==> config.mk <==
export PLATFORM = sky130hd
export DESIGN_NAME = dmem_arbiter
export DESIGN_NICKNAME = d
export VERILOG_FILES = /design/src/rtl/dmem_arbiter_pkg.sv /design/src/rtl/dmem_read_tracker.sv /design/src/rtl/dmem_arbiter.sv
export SDC_FILE = /design/constraint.sdc
export NUM_CORES = 1
export LEC_CHECK = 0
export ABC_CLOCK_PERIOD_IN_PS = 1600
export CAP_MARGIN = 10
export CELL_PAD_IN_SITES_DETAIL_PLACEMENT = 0
export CELL_PAD_IN_SITES_GLOBAL_PLACEMENT = 1
export CORE_AREA = 3 3 120 122
export CTS_CLUSTER_DIAMETER = 40
export DETAILED_ROUTE_END_ITERATION = 8
export DIE_AREA = 0 0 123 125
export DONT_BUFFER_PORTS = 1
export PLACE_DENSITY_LB_ADDON = 0.1
export SLEW_MARGIN = 20
export SYNTH_ARGS = -nofsm -noshare
export SYNTH_HDL_FRONTEND = slang
export SYNTH_SLANG_ARGS = --single-unit
==> constraint.sdc <==
create_clock -name clk_i -period 1.6 [get_ports clk_i]
set_clock_uncertainty 0.2 [all_clocks]
set_input_delay 0.08 -clock clk_i [delete_from_list [all_inputs] [get_ports clk_i]]
set_output_delay 0.08 -clock clk_i [all_outputs]
set_load 0.05 [all_outputs]
==> src/rtl/dmem_arbiter_pkg.sv <==
// +--------------------------------------------------------------------+
// | cpu_common : shared types for the data-memory arbiter and tracker  |
// | Revision   : 1.0                                                    |
// +--------------------------------------------------------------------+
`default_nettype none

package cpu_common;

  typedef enum logic {
    DMEM_OWNER_CPU = 1'b0,
    DMEM_OWNER_DBG = 1'b1
  } dmem_owner_t;

  typedef struct packed {
    logic        valid;
    dmem_owner_t owner;
  } dmem_tag_t;

  localparam int DMEM_MAX_READ_LATENCY = 4;

endpackage

`default_nettype wire

==> src/rtl/dmem_read_tracker.sv <==
// +--------------------------------------------------------------------+
// | dmem_read_tracker : delays each read's owner tag by LATENCY cycles  |
// | Revision          : 1.0                                             |
// +--------------------------------------------------------------------+
`default_nettype none

module dmem_read_tracker
  import cpu_common::*;
#(
  parameter int LATENCY = 1
) (
  input  logic clk_i,
  input  logic reset_ni,
  input  logic issue_valid,
  input  logic issue_owner,
  output logic tail_valid,
  output logic tail_owner
);

  dmem_tag_t r_tags [LATENCY];

  always_ff @(posedge clk_i or negedge reset_ni) begin
    if (!reset_ni) begin
      for (int i = 0; i < LATENCY; i++) r_tags[i] <= '0;
    end else begin
      r_tags[0] <= '{valid: issue_valid, owner: dmem_owner_t'(issue_owner)};
      for (int i = 1; i < LATENCY; i++) r_tags[i] <= r_tags[i-1];
    end
  end

  assign tail_valid = r_tags[LATENCY-1].valid;
  assign tail_owner = (r_tags[LATENCY-1].owner == DMEM_OWNER_DBG);

endmodule

`default_nettype wire

==> src/rtl/dmem_arbiter.sv <==
// +--------------------------------------------------------------------+
// | dmem_arbiter : CPU-priority data-memory arbiter with debug starve   |
// |                guard and in-order read-return steering              |
// | Revision     : 1.0                                                  |
// +--------------------------------------------------------------------+
`default_nettype none

module dmem_arbiter
  import cpu_common::*;
#(
  parameter int READ_LATENCY = 1,
  parameter int STARVE_LIMIT = 4
) (
  input  logic        clk_i,
  input  logic        reset_ni,
  input  logic [31:0] cpu_addr_i,
  input  logic        cpu_read_enable_i,
  input  logic [31:0] cpu_write_data_i,
  input  logic [3:0]  cpu_write_mask_i,
  output logic        cpu_grant_o,
  output logic [31:0] cpu_read_data_o,
  output logic        cpu_read_valid_o,
  input  logic        dbg_req_i,
  input  logic        dbg_write_i,
  input  logic [31:0] dbg_addr_i,
  input  logic [31:0] dbg_write_data_i,
  input  logic [3:0]  dbg_write_mask_i,
  output logic        dbg_grant_o,
  output logic [31:0] dbg_read_data_o,
  output logic        dbg_read_valid_o,
  output logic [31:0] dmem_addr_o,
  output logic        dmem_read_enable_o,
  output logic [31:0] dmem_write_data_o,
  output logic [3:0]  dmem_write_mask_o,
  input  logic [31:0] dmem_read_data_i
);

  localparam logic [3:0] C_STARVE_LIMIT = 4'(STARVE_LIMIT);

  logic [3:0] r_starve;
  logic       w_cpu_req;
  logic       w_dbg_win;
  logic       w_cpu_win;
  logic       w_tail_valid;
  logic       w_tail_owner;
  logic       w_unused_addr_bits;

  assign w_cpu_req = cpu_read_enable_i | (|cpu_write_mask_i);
  assign w_dbg_win = dbg_req_i & ((r_starve == C_STARVE_LIMIT) | ~w_cpu_req);
  assign w_cpu_win = w_cpu_req & ~w_dbg_win;

  assign cpu_grant_o = w_cpu_win;
  assign dbg_grant_o = w_dbg_win;

  // Counts consecutive denied cycles of port D; saturates at the limit.
  always_ff @(posedge clk_i or negedge reset_ni) begin
    if (!reset_ni) begin
      r_starve <= '0;
    end else if (dbg_req_i && !w_dbg_win) begin
      if (r_starve != C_STARVE_LIMIT) r_starve <= r_starve + 4'd1;
    end else begin
      r_starve <= '0;
    end
  end

  always_comb begin
    dmem_addr_o        = '0;
    dmem_read_enable_o = 1'b0;
    dmem_write_data_o  = '0;
    dmem_write_mask_o  = '0;
    if (w_dbg_win) begin
      dmem_addr_o        = {dbg_addr_i[31:2], 2'b00};
      dmem_read_enable_o = ~dbg_write_i;
      dmem_write_data_o  = dbg_write_data_i;
      dmem_write_mask_o  = dbg_write_i ? dbg_write_mask_i : 4'b0000;
    end else if (w_cpu_win) begin
      dmem_addr_o        = {cpu_addr_i[31:2], 2'b00};
      dmem_read_enable_o = cpu_read_enable_i;
      dmem_write_data_o  = cpu_write_data_i;
      dmem_write_mask_o  = cpu_write_mask_i;
    end
  end

  assign w_unused_addr_bits = ^{cpu_addr_i[1:0], dbg_addr_i[1:0]};

  dmem_read_tracker #(
    .LATENCY (READ_LATENCY)
  ) u_tracker (
    .clk_i       (clk_i),
    .reset_ni    (reset_ni),
    .issue_valid (dmem_read_enable_o),
    .issue_owner (w_dbg_win),
    .tail_valid  (w_tail_valid),
    .tail_owner  (w_tail_owner)
  );

  assign cpu_read_valid_o = w_tail_valid & ~w_tail_owner;
  assign dbg_read_valid_o = w_tail_valid & w_tail_owner;
  assign cpu_read_data_o  = dmem_read_data_i;
  assign dbg_read_data_o  = dmem_read_data_i;

endmodule

`default_nettype wire

==> results of run 1 <==
## through the flow
stage | area, µm² | setup TNS, ns | setup WS [ns] | hold WS, ns | power (W)
finish | 3020 | -33.02 | -0.540 | 0.143 | 0.00211
global route | 3020 | -38.45 | -0.629 | 0.144 | 0.00217
CTS | 2890 | -32.24 | -0.532 | 0.144 | 0.00210
detailed placement | 1950 | -21.42 | -0.399 | -0.415 | 0.00118
global placement | 1950 | -17.40 | -0.344 | -0.415 | 0.00118
floorplan | 2110 | -15.84 | -0.265 | -0.416 | 0.00149
## what timing repair did
action	4_1_cts	5_1_grt
pin swaps	57	14
endpoints found under the hold margin	75	0
hold buffers	37	0
cloned	9	7
endpoints found under the setup margin	71	71
setup buffers	13	4
resized for setup	33	4
## flip-flops by register name (all words and copies together) (netlist names)
signal	count
r_starve	4
u_tracker.tail_owner	1
u_tracker.tail_valid	1
## layout make-up
cell class,count,area [µm²],area share
Inverter,4,15.0,0.00496
Tap cell,176,220,0.0728
Sequential cell,6,150,0.0496
Timing Repair Buffer,84,1160,0.384
Multi-Input combinational cell,97,1400,0.463
Clock buffer,3,75.1,0.0248
## power by group
group / internal [W] / switching [W]
Combinational: 0.000491 / 0.00105
Clock: 0.000320 / 0.0000800
Sequential: 0.000163 / 0.00000540
## worst max-delay path, cell delays in order, from the launching register on
cell       delay (ns)
dfrtp_1          0.37
inv_1            0.06
ha_2             0.17
nand4b_1         0.12
buf_4            0.17
o21ai_4          0.10
buf_4            0.17
buf_12           0.15
a2bb2oi_4        0.17
buf_12           0.15
## path summary, 6_finish.rpt
| kind | to | slack, ns |
|---|---|---|
| min | dmem_write_data_o[26] | 0.14 |
| max | dmem_write_mask_o[1] | -0.54 |
| max reg2reg | u_tracker.tail_owner | -0.14 |
| min reg2reg | r_starve[0] | 0.42 |
| min in group asynchronous | r_starve[3] | 0.50 |
| max in group asynchronous | r_starve[1] | 0.48 |
## cells in the final DEF, fill, tap and decap left out, drive strengths merged, types with 2 or more instances in the layout
master       synthesis  final
clkbuf               0      7
a2bb2oi              3      3
dfrtp                6      6
nand2                7      7
inv                  4      4
buf                 80     43
conb                 1      2
ha                   2      2
dlygate4sd3          0     37
o21a                 1      2
a22o                63     63
nor2                 4      4
## cells by family (layout without fill, tap and decap cells)
kind of cell | Yosys count | in the layout | share of synthesized area
fa+ha+maj | 2 | 2 | 0.0160
flops | 6 | 6 | 0.0958
xor+xnor | 2 | 2 | 0.0112
simple gates | 19 | 19 | 0.0631
other cells | 1 | 2 | 0.00239
compound gates | 71 | 72 | 0.396
buf+inv | 84 | 91 | 0.416
## layer usage
| metal | part of all wire | track usage | up-vias |
|---|---|---|---|
| li1 | - | - | 649 |
| met2 | 0.57 | 0.197 | 179 |
| met3 | 0.097 | 0.0108 | 9 |
| met5 | 0 | 0 | - |
| met4 | 0.0081 | 0.0182 | 0 |
| met1 | 0.32 | 0.0871 | 702 |
==> summary.txt, run 1 <==
Run status
  • Status: finished, violations left
  • Failing checks: negative setup slack

Clocking
  • Root Buffer: clkbuf_16
  • H-tree lvl count: 1
  • Clk slew on worst S/H paths: 0.03 ns
  • Worst skew pair latency: 0.23 ns
  • Clock sink count: 6
  • Total CTS buffers: 3
  • Max Root-Sink Buffers: 2
  • CTS tree: done

Die
  • Die height: 125 µm
  • Die area: 15,400 µm²
  • DIE WIDTH: 123 µm
  • Io pins: 310
  • Core ar.: 13,300 µm²
  • Row count: 42
  • Initial core utilization: 0.118

Place
  • IO Port Bufs: 0
  • HPWL Detailed: 5.40 mm
  • Placed insts: 302
  • RePlAce Congestion: 0.649

Final layout
  • # fillers: 1,370
  • Non-filler cells in the finished layout: 370
  • Syn-to-layout area delta: 92.9%
  • Layout Utilization: 0.227
  • N_diodes: 0
  • Final #Nets: 371
  • Layout cells sized above 1: 0.629

Detailed routing
  • Routed wire length: 8.67 mm
  • Via-to-Cell Ratio: 4.16
  • DR DRC count: 0
  • TritonRoute pass-1 iters: 4
  • ANT nets after route: 0
  • WL/cell: 23.4 µm
  • Via count: 1,539
  • Initial DRC Count: 16

STA
  • Setup violations, final: 71
  • Final hold vios: 0
  • Worst-margin pin slew: 1.02 ns
  • RSZ-0062 raised after global routing: yes
  • Fin worst setup slack: -0.540 ns
  • Final Cycle Share: 1.34
  • Fmax: 467 MHz
  • Final min period: 2.14 ns
  • Max-slew violation count: 0
  • Slew headroom: 0.321

Synth
  • Mapped Cells: 185
  • Netlist cell types: 26
  • Commonest cells post-synth: buf_4 (67), a22o_1 (63), buf_6 (11)
  • Fraction of registers with async set/reset: 1.00
  • Share of the synthesized area in the top cell type: 0.352
  • Synth Cell Area: 1570 µm²
  • Flops & latches, synth: 6
  • Top-count cell post-synth: buf_4
  • Area contributors post-synth: a22o_1 (35%), buf_4 (32%), dfrtp_1 (9.6%), buf_6 (7.9%), nand2_1 (1.7%)
  • Prevailing post-synth register cell: dfrtp_1
  • Post-synth EDFFs: 0
  • Seq/Total Area, Yosys: 0.0958
  • Syn avg cell area: 8.47 µm²
  • Area leader, netlist: a22o_1
  • Yosys warnings: 0

Worst setup path
  • Crit Path Max Fanout: 5
  • Worst Reg2Reg Path Length in Cells: 9
  • Worst EP arrival: 1.86 ns
  • CP Class: reg -> out
  • Worst setup startpoint: r_starve[1]
  • Worst reg2reg startpoint: r_starve[1]
  • CP Capture Type: output port
  • Worst path required time: 1.32 ns
  • Startpoint types: flop

Worst hold path
  • Hold Crit Class: in -> out
  • Hold Crit Depth: 1
  • Hold wc startpoint: cpu_write_data_i[26]

Global route
  • Total track usage: 0.0907
  • Largest net degree at the start of global routing: 19
  • Vias in the first global route: 1,741
  • Grt ovf: 0
  • Initial antenna violation count: 0
  • First-pass GRT wire length: 10.6 mm

Flow run
  • Max Cap Viol: 0

Pwr
  • Peak VDD IR: 0.000289 V
  • PwrDens: 698 nW/µm²
  • P_leak: 1.31 nW
Note: power is estimated with default switching activity, not from simulation.
==> run 2, diff against run 1 <==
--- a/config.mk
+++ b/config.mk
@@ -18,4 +18,5 @@
 export SLEW_MARGIN = 20
 export SYNTH_ARGS = -nofsm -noshare
 export SYNTH_HDL_FRONTEND = slang
+export SYNTH_HIERARCHICAL = 1
 export SYNTH_SLANG_ARGS = --single-unit
==> run 2 against run 1 <==
The run still ends with negative setup slack left; utilization down 2.1 points; non-clock buffer count down 13; via count down 3.8%; wire length down 8.9%; critical endpoint is now dmem_addr_o[25]; count of clock-buffer cells in the layout unchanged; sequential share of layout area up 0.51 points; worst hold slack about the same; fmax up 1.8%; critical path depth down 1; register-to-register slack about the same.
==> summary.txt, run 2 <==
Run status
  • Status: finished, violations left
  • Failing checks: negative setup slack

Die
  • Io pins: 310
  • Initial core utilization: 0.118
  • Row count: 42
  • Die area: 15,400 µm²
  • Core ar.: 13,300 µm²
  • DIE WIDTH: 123 µm
  • Die height: 125 µm

Detailed routing
  • DR DRC count: 0
  • Via-to-Cell Ratio: 4.15
  • Routed wire length: 7.89 mm
  • WL/cell: 22.1 µm
  • ANT nets after route: 0
  • Via count: 1,480
  • Initial DRC Count: 19
  • TritonRoute pass-1 iters: 4

Final layout
  • Commonest non-fill, non-tap cell in the layout: a22o_4
  • Non-filler cells in the finished layout: 357
  • # fillers: 1,408
  • N_diodes: 0
  • Largest Register: r_starve
  • Most frequent cells in the layout: a22o_4 (55), dlygate4sd3_1 (37), buf_12 (13), buf_4 (10)
  • Layout cells sized above 1: 0.602
  • Final #Nets: 358
  • Max FFs per register: 4
  • Syn-to-layout area delta: 75.0%

Global route
  • Total track usage: 0.0765
  • Vias in the first global route: 1,396
  • First-pass GRT wire length: 8.92 mm
  • Initial antenna violation count: 0
  • Largest net degree at the start of global routing: 34
  • Grt ovf: 0

Pwr
  • Peak VDD IR: 0.000339 V
  • Tot Pwr: 0.00207 W
  • P_leak: 1.18 nW
  • PwrDens: 755 nW/µm²

Synth
  • Flops & latches, synth: 6
  • Post-synth EDFFs: 0
  • Post-Synth Simple-Gate Area: 0.0630
  • Mux contribution to synthesized area: 0
  • Syn avg cell area: 8.47 µm²
  • Area leader, netlist: a22o_1
  • Post-Synth Adder-Cell Area: 0.0160
  • Fraction of registers with async set/reset: 1.00
  • Synth Cell Area: 1570 µm²
  • Post-synthesis compound-gate area fraction: 0.396
  • Mapped Cells: 185
  • Xor and xnor area share after synthesis: 0.0112
  • Netlist cell types: 26
  • Prevailing post-synth register cell: dfrtp_1
  • Top-count cell post-synth: buf_4
  • Seq/Total Area, Yosys: 0.0958
  • Commonest cells post-synth: buf_4 (67), a22o_1 (63), buf_6 (11)
  • Share of the synthesized area in the top cell type: 0.352
  • Yosys warnings: 6
  • Largest family of logic cells by synthesized area: buffers and inverters
  • Area contributors post-synth: a22o_1 (35%), buf_4 (32%), dfrtp_1 (9.6%), buf_6 (7.9%), nand2_1 (1.7%)

Clocking
  • Root Buffer: clkbuf_16
  • Total CTS buffers: 3
  • H-tree lvl count: 1
  • Clk slew on worst S/H paths: 0.03 ns
  • Worst skew pair latency: 0.23 ns
  • Max Root-Sink Buffers: 2
  • CTS tree: done
  • Clock sink count: 6

Worst setup path
  • Worst reg-to-reg setup slack: -0.13 ns
  • Worst path required time: 1.32 ns
  • Worst Reg2Reg Path Length in Cells: 7
  • Startpoint types: flop
  • Worst reg2reg startpoint: r_starve[1]
  • Crit Path Max Fanout: 9
  • Worst setup startpoint: r_starve[1]
  • Worst EP arrival: 1.82 ns
  • Reg2reg end: u_tracker/tail_valid
  • Worst setup path endpoint: dmem_addr_o[25]
  • CP Capture Type: output port
  • CP Class: reg -> out

STA
  • RSZ-0062 raised after global routing: yes
  • Setup TNS: -31.36 ns
  • Final min period: 2.10 ns
  • Fin worst setup slack: -0.502 ns
  • Setup violations, final: 71
  • Worst-margin pin slew: 1.02 ns
  • Fmax: 476 MHz
  • Max-slew violation count: 0
  • Final Cycle Share: 1.31
  • Final hold vios: 0
  • Slew headroom: 0.316

Worst hold path
  • Hold wc startpoint: cpu_addr_i[21]
  • Hold Crit Class: in -> out

Place
  • IO Port Bufs: 0
  • HPWL Detailed: 5.45 mm
  • RePlAce Congestion: 0.701
  • Placed insts: 303

Flow run
  • Max Cap Viol: 0
run 2: cell types whose count changed in the layout (fill, tap and decap cells not counted), sizes merged:
cell    before  now
buf         43   29
clkbuf       7    8
o21a         2    1
o21ai        1    2
run 2: worst min-delay path by stage:
stage          cells past startpoint                   end
6_report                           1       dmem_addr_o[21]
5_1_grt                            1       dmem_addr_o[21]
4_1_cts                            1       dmem_addr_o[21]
3_5_place_dp                       0  u_tracker/tail_valid
3_3_place_gp                       0  u_tracker/tail_owner
2_1_floorplan                      0           r_starve[0]
run 2: logic make-up after synthesis:
| family | Yosys count |
|---|---|
| buf+inv | 84 |
| compound gates | 71 |
| other cells | 1 |
| xor+xnor | 2 |
| fa+ha+maj | 2 |
| flops | 6 |
| simple gates | 19 |
run 2: area by class of cell:
| cell class | count | area [µm²] | area share |
|---|---|---|---|
| multi-input combinational | 97 | 1350 | 0.492 |
| timing repair buffer | 71 | 935 | 0.341 |
| tap | 176 | 220 | 0.0803 |
| sequential | 6 | 150 | 0.0547 |
| clock buffer | 3 | 75.1 | 0.0274 |
| inverter | 4 | 15.0 | 0.00547 |
run 2: critical path: stages (launching register included):
cell	delay [ns]
dfrtp_1	0.36
inv_1	0.06
ha_2	0.17
nand4b_1	0.12
buf_6	0.16
o21a_4	0.17
buf_12	0.16
a22o_2	0.23
buf_12	0.15
run 2: per-stage QoR:
stage                     cell area (µm²)  hold slack, ns  worst slack, ns   util
final                                2740           0.143           -0.502  0.206
after global routing                 2740           0.145           -0.564  0.206
after CTS                            2560           0.143           -0.561  0.192
after detailed placement             1990          -0.415           -0.325  0.150
after global placement               1990          -0.415           -0.302  0.150
after floorplan                      2110          -0.416           -0.266      -
run 2: repair_timing:
action                                  4_1_cts  5_1_grt
gates cloned                                  2        8
resized for setup                            12        3
hold endpoints to repair                     75        0
setup buffers                                 2        2
endpoints found under the setup margin       71       71
hold buffers                                 37        0
pin swaps                                     4       22
run 2: metal layers:
metal | routed length (µm) | global-route usage | share of wire | vias to the layer above
met2 | 4560 | 0.164 | 0.58 | 184
li1 | - | - | - | 621
met4 | 50 | 0.0163 | 0.0063 | 0
met3 | 967 | 0.0149 | 0.12 | 5
met5 | 0 | 0 | 0 | -
met1 | 2320 | 0.0709 | 0.29 | 670
run 2: power breakdown:
| part | internal [W] | switching [W] |
|---|---|---|
| registers | 0.000163 | 0.00000491 |
| clock network | 0.000321 | 0.0000894 |
| logic | 0.000455 | 0.00104 |
==> run 3, diff against run 2 <==
--- a/config.mk
+++ b/config.mk
@@ -15,6 +15,7 @@
 export DIE_AREA = 0 0 123 125
 export DONT_BUFFER_PORTS = 1
 export PLACE_DENSITY_LB_ADDON = 0.1
+export REMOVE_ABC_BUFFERS = 1
 export SLEW_MARGIN = 20
 export SYNTH_ARGS = -nofsm -noshare
 export SYNTH_HDL_FRONTEND = slang
==> run 3 against run 2 <==
Sequential power is essentially flat; final cell count increased by 15%; the flow still finishes with violations (negative setup slack); non-clock buffer count up 54; utilization is 5.5 points higher; total power grew 21%; setup slack got worse by 0.083 ns; wire length grew 55%; sequential cell count unchanged.
==> summary.txt, run 3 (synthesis results as in run 2) <==
Die
  • Core ar.: 13,300 µm²
  • Die height: 125 µm
  • Io pins: 310
  • DIE WIDTH: 123 µm
  • Row count: 42
  • Die area: 15,400 µm²
  • Initial core utilization: 0.118

Final layout
  • Max FFs per register: 4
  • Most frequent cells in the layout: buf_12 (69), a22o_1 (48), dlymetal6s4s_1 (22), a22o_4 (15), dlygate4sd3_1 (12)
  • Layout cells sized above 1: 0.509
  • Largest Register: r_starve
  • Commonest non-fill, non-tap cell in the layout: buf_12
  • N_diodes: 0
  • Syn-to-layout area delta: 121%
  • Final #Nets: 411

Pwr
  • Clock Power Share: 0.160
  • Peak VDD IR: 0.000278 V
  • Comb pwr share: 0.772
  • Psw: 0.00127 W
  • Sw frac: 0.504
  • PwrDens: 724 nW/µm²
  • Int Pwr: 0.00125 W
  • Seq pwr share: 0.068
  • P_leak: 1.77 nW

Worst setup path
  • Worst reg-to-reg setup slack: -0.08 ns
  • CP Cell Sequence: inv_2 > ha_4 > nand4b_1 > o21a_4 > buf_12 > a22o_4 > buf_12
  • Worst path required time: 1.32 ns
  • Worst setup startpoint: r_starve[1]
  • Startpoint types: flop
  • Worst reg2reg startpoint: r_starve[1]
  • Worst EP arrival: 1.91 ns
  • CP most frequent cell: buf_12
  • Slowest stage delay, CP: 0.38 ns
  • Worst path slowest cell: dfrtp_1
  • Crit Path Max Fanout: 12
  • CP Capture Type: output port
  • CP Class: reg -> out

STA
  • RSZ-0062 raised after global routing: yes
  • Max-slew violation count: 0
  • Final min period: 2.19 ns
  • Slew headroom: 0.211
  • Final hold vios: 0
  • Worst-margin pin slew: 1.19 ns
  • Setup TNS: -37.83 ns
  • Fin worst setup slack: -0.586 ns
  • Fmax: 458 MHz
  • Setup violations, final: 73
  • Final Cycle Share: 1.37

Detailed routing
  • Routed wire length: 12.2 mm
  • ANT nets after route: 0
  • Via count: 1,750
  • Initial DRC Count: 44
  • TritonRoute pass-1 iters: 6
  • DR DRC count: 0
  • Via-to-Cell Ratio: 4.27
  • WL/cell: 29.8 µm

Run status
  • Failing checks: negative setup slack
  • Status: finished, violations left

Place
  • IO Port Bufs: 0
  • RePlAce Congestion: 0.746
  • Pre-CTS setup slack: -0.433 ns
  • HPWL Detailed: 9.80 mm

Global route
  • Initial antenna violation count: 0
  • Largest net degree at the start of global routing: 49
  • Vias in the first global route: 1,922
  • Total track usage: 0.138
  • Grt ovf: 0
  • First-pass GRT wire length: 14.9 mm

Worst hold path
  • Hold wc startpoint: dbg_req_i
  • Hold Crit Class: in -> reg

Clocking
  • Clk slew on worst S/H paths: 0.03 ns
  • CTS tree: done
  • Max Root-Sink Buffers: 2
  • Root Buffer: clkbuf_16
  • H-tree lvl count: 1
  • Clock sink count: 6
  • Total CTS buffers: 3
  • Worst skew pair latency: 0.23 ns

Flow run
  • Max Cap Viol: 0
[run 3: path summary, 6_finish.rpt]
check | endpoint | depth (start not counted)
max in group asynchronous | r_starve[0] | 2
min reg2reg | r_starve[0] | 2
min | u_tracker/tail_owner | 3
min in group asynchronous | u_tracker/tail_owner | 2
max | dmem_write_data_o[26] | 7
max reg2reg | u_tracker/tail_valid | 5
[run 3: per-layer routing]
| layer | vias up | global-route usage | wire, µm |
|---|---|---|---|
| met3 | 4 | 0.0872 | 1740 |
| met4 | 0 | 0.00782 | 14 |
| met1 | 859 | 0.193 | 5260 |
| met5 | - | 0 | 0 |
| met2 | 167 | 0.187 | 5180 |
| li1 | 720 | - | - |
[run 3: power groups by stage]
stage / clock (W) / sequential (W) / combinational (W)
floorplan: 0 / 0.000172 / 0.000703
global placement: 0 / 0.000170 / 0.00138
detailed placement: 0 / 0.000170 / 0.00140
CTS: 0.000412 / 0.000169 / 0.00187
global route: 0.000423 / 0.000171 / 0.00199
finish: 0.000403 / 0.000170 / 0.00194
[run 3: critical path, delay by kind of cell, from the launching register on]
family / cells / cell delay [ns]
compound gates: 2 / 0.52
fa+ha+maj: 1 / 0.12
buf+inv: 3 / 0.40
flops: 1 / 0.38
simple gates: 1 / 0.24
[run 3: timing repair]
item | in CTS | in global routing
resized for setup | 25 | 46
buffers inserted | 1 | 3
hold buffers | 37 | 0
gates cloned | 0 | 5
pin swaps | 1 | 3
hold endpoints to repair | 75 | 0
endpoints found under the setup margin | 70 | 114
[run 3: area by class of cell]
class / instances / area (µm²)
tap: 176 / 220
timing repair buffer: 125 / 2030
clock buffer: 3 / 75.1
inverter: 4 / 15.0
sequential: 6 / 150
multi-input combinational: 96 / 982
fill: 1387 / 9820
[run 3: per-stage QoR]
stage	area, µm²	total power [W]	utilization	std cells	hold WS, ns
2_1_floorplan	935	0.000875	-	106	-0.416
6_report	3470	0.00251	0.261	410	0.111
5_1_grt	3470	0.00259	0.261	410	0.121
4_1_cts	3190	0.00245	0.240	404	0.0785
3_3_place_gp	2600	0.00155	0.195	363	-0.415
3_5_place_dp	2600	0.00157	0.195	363	-0.415
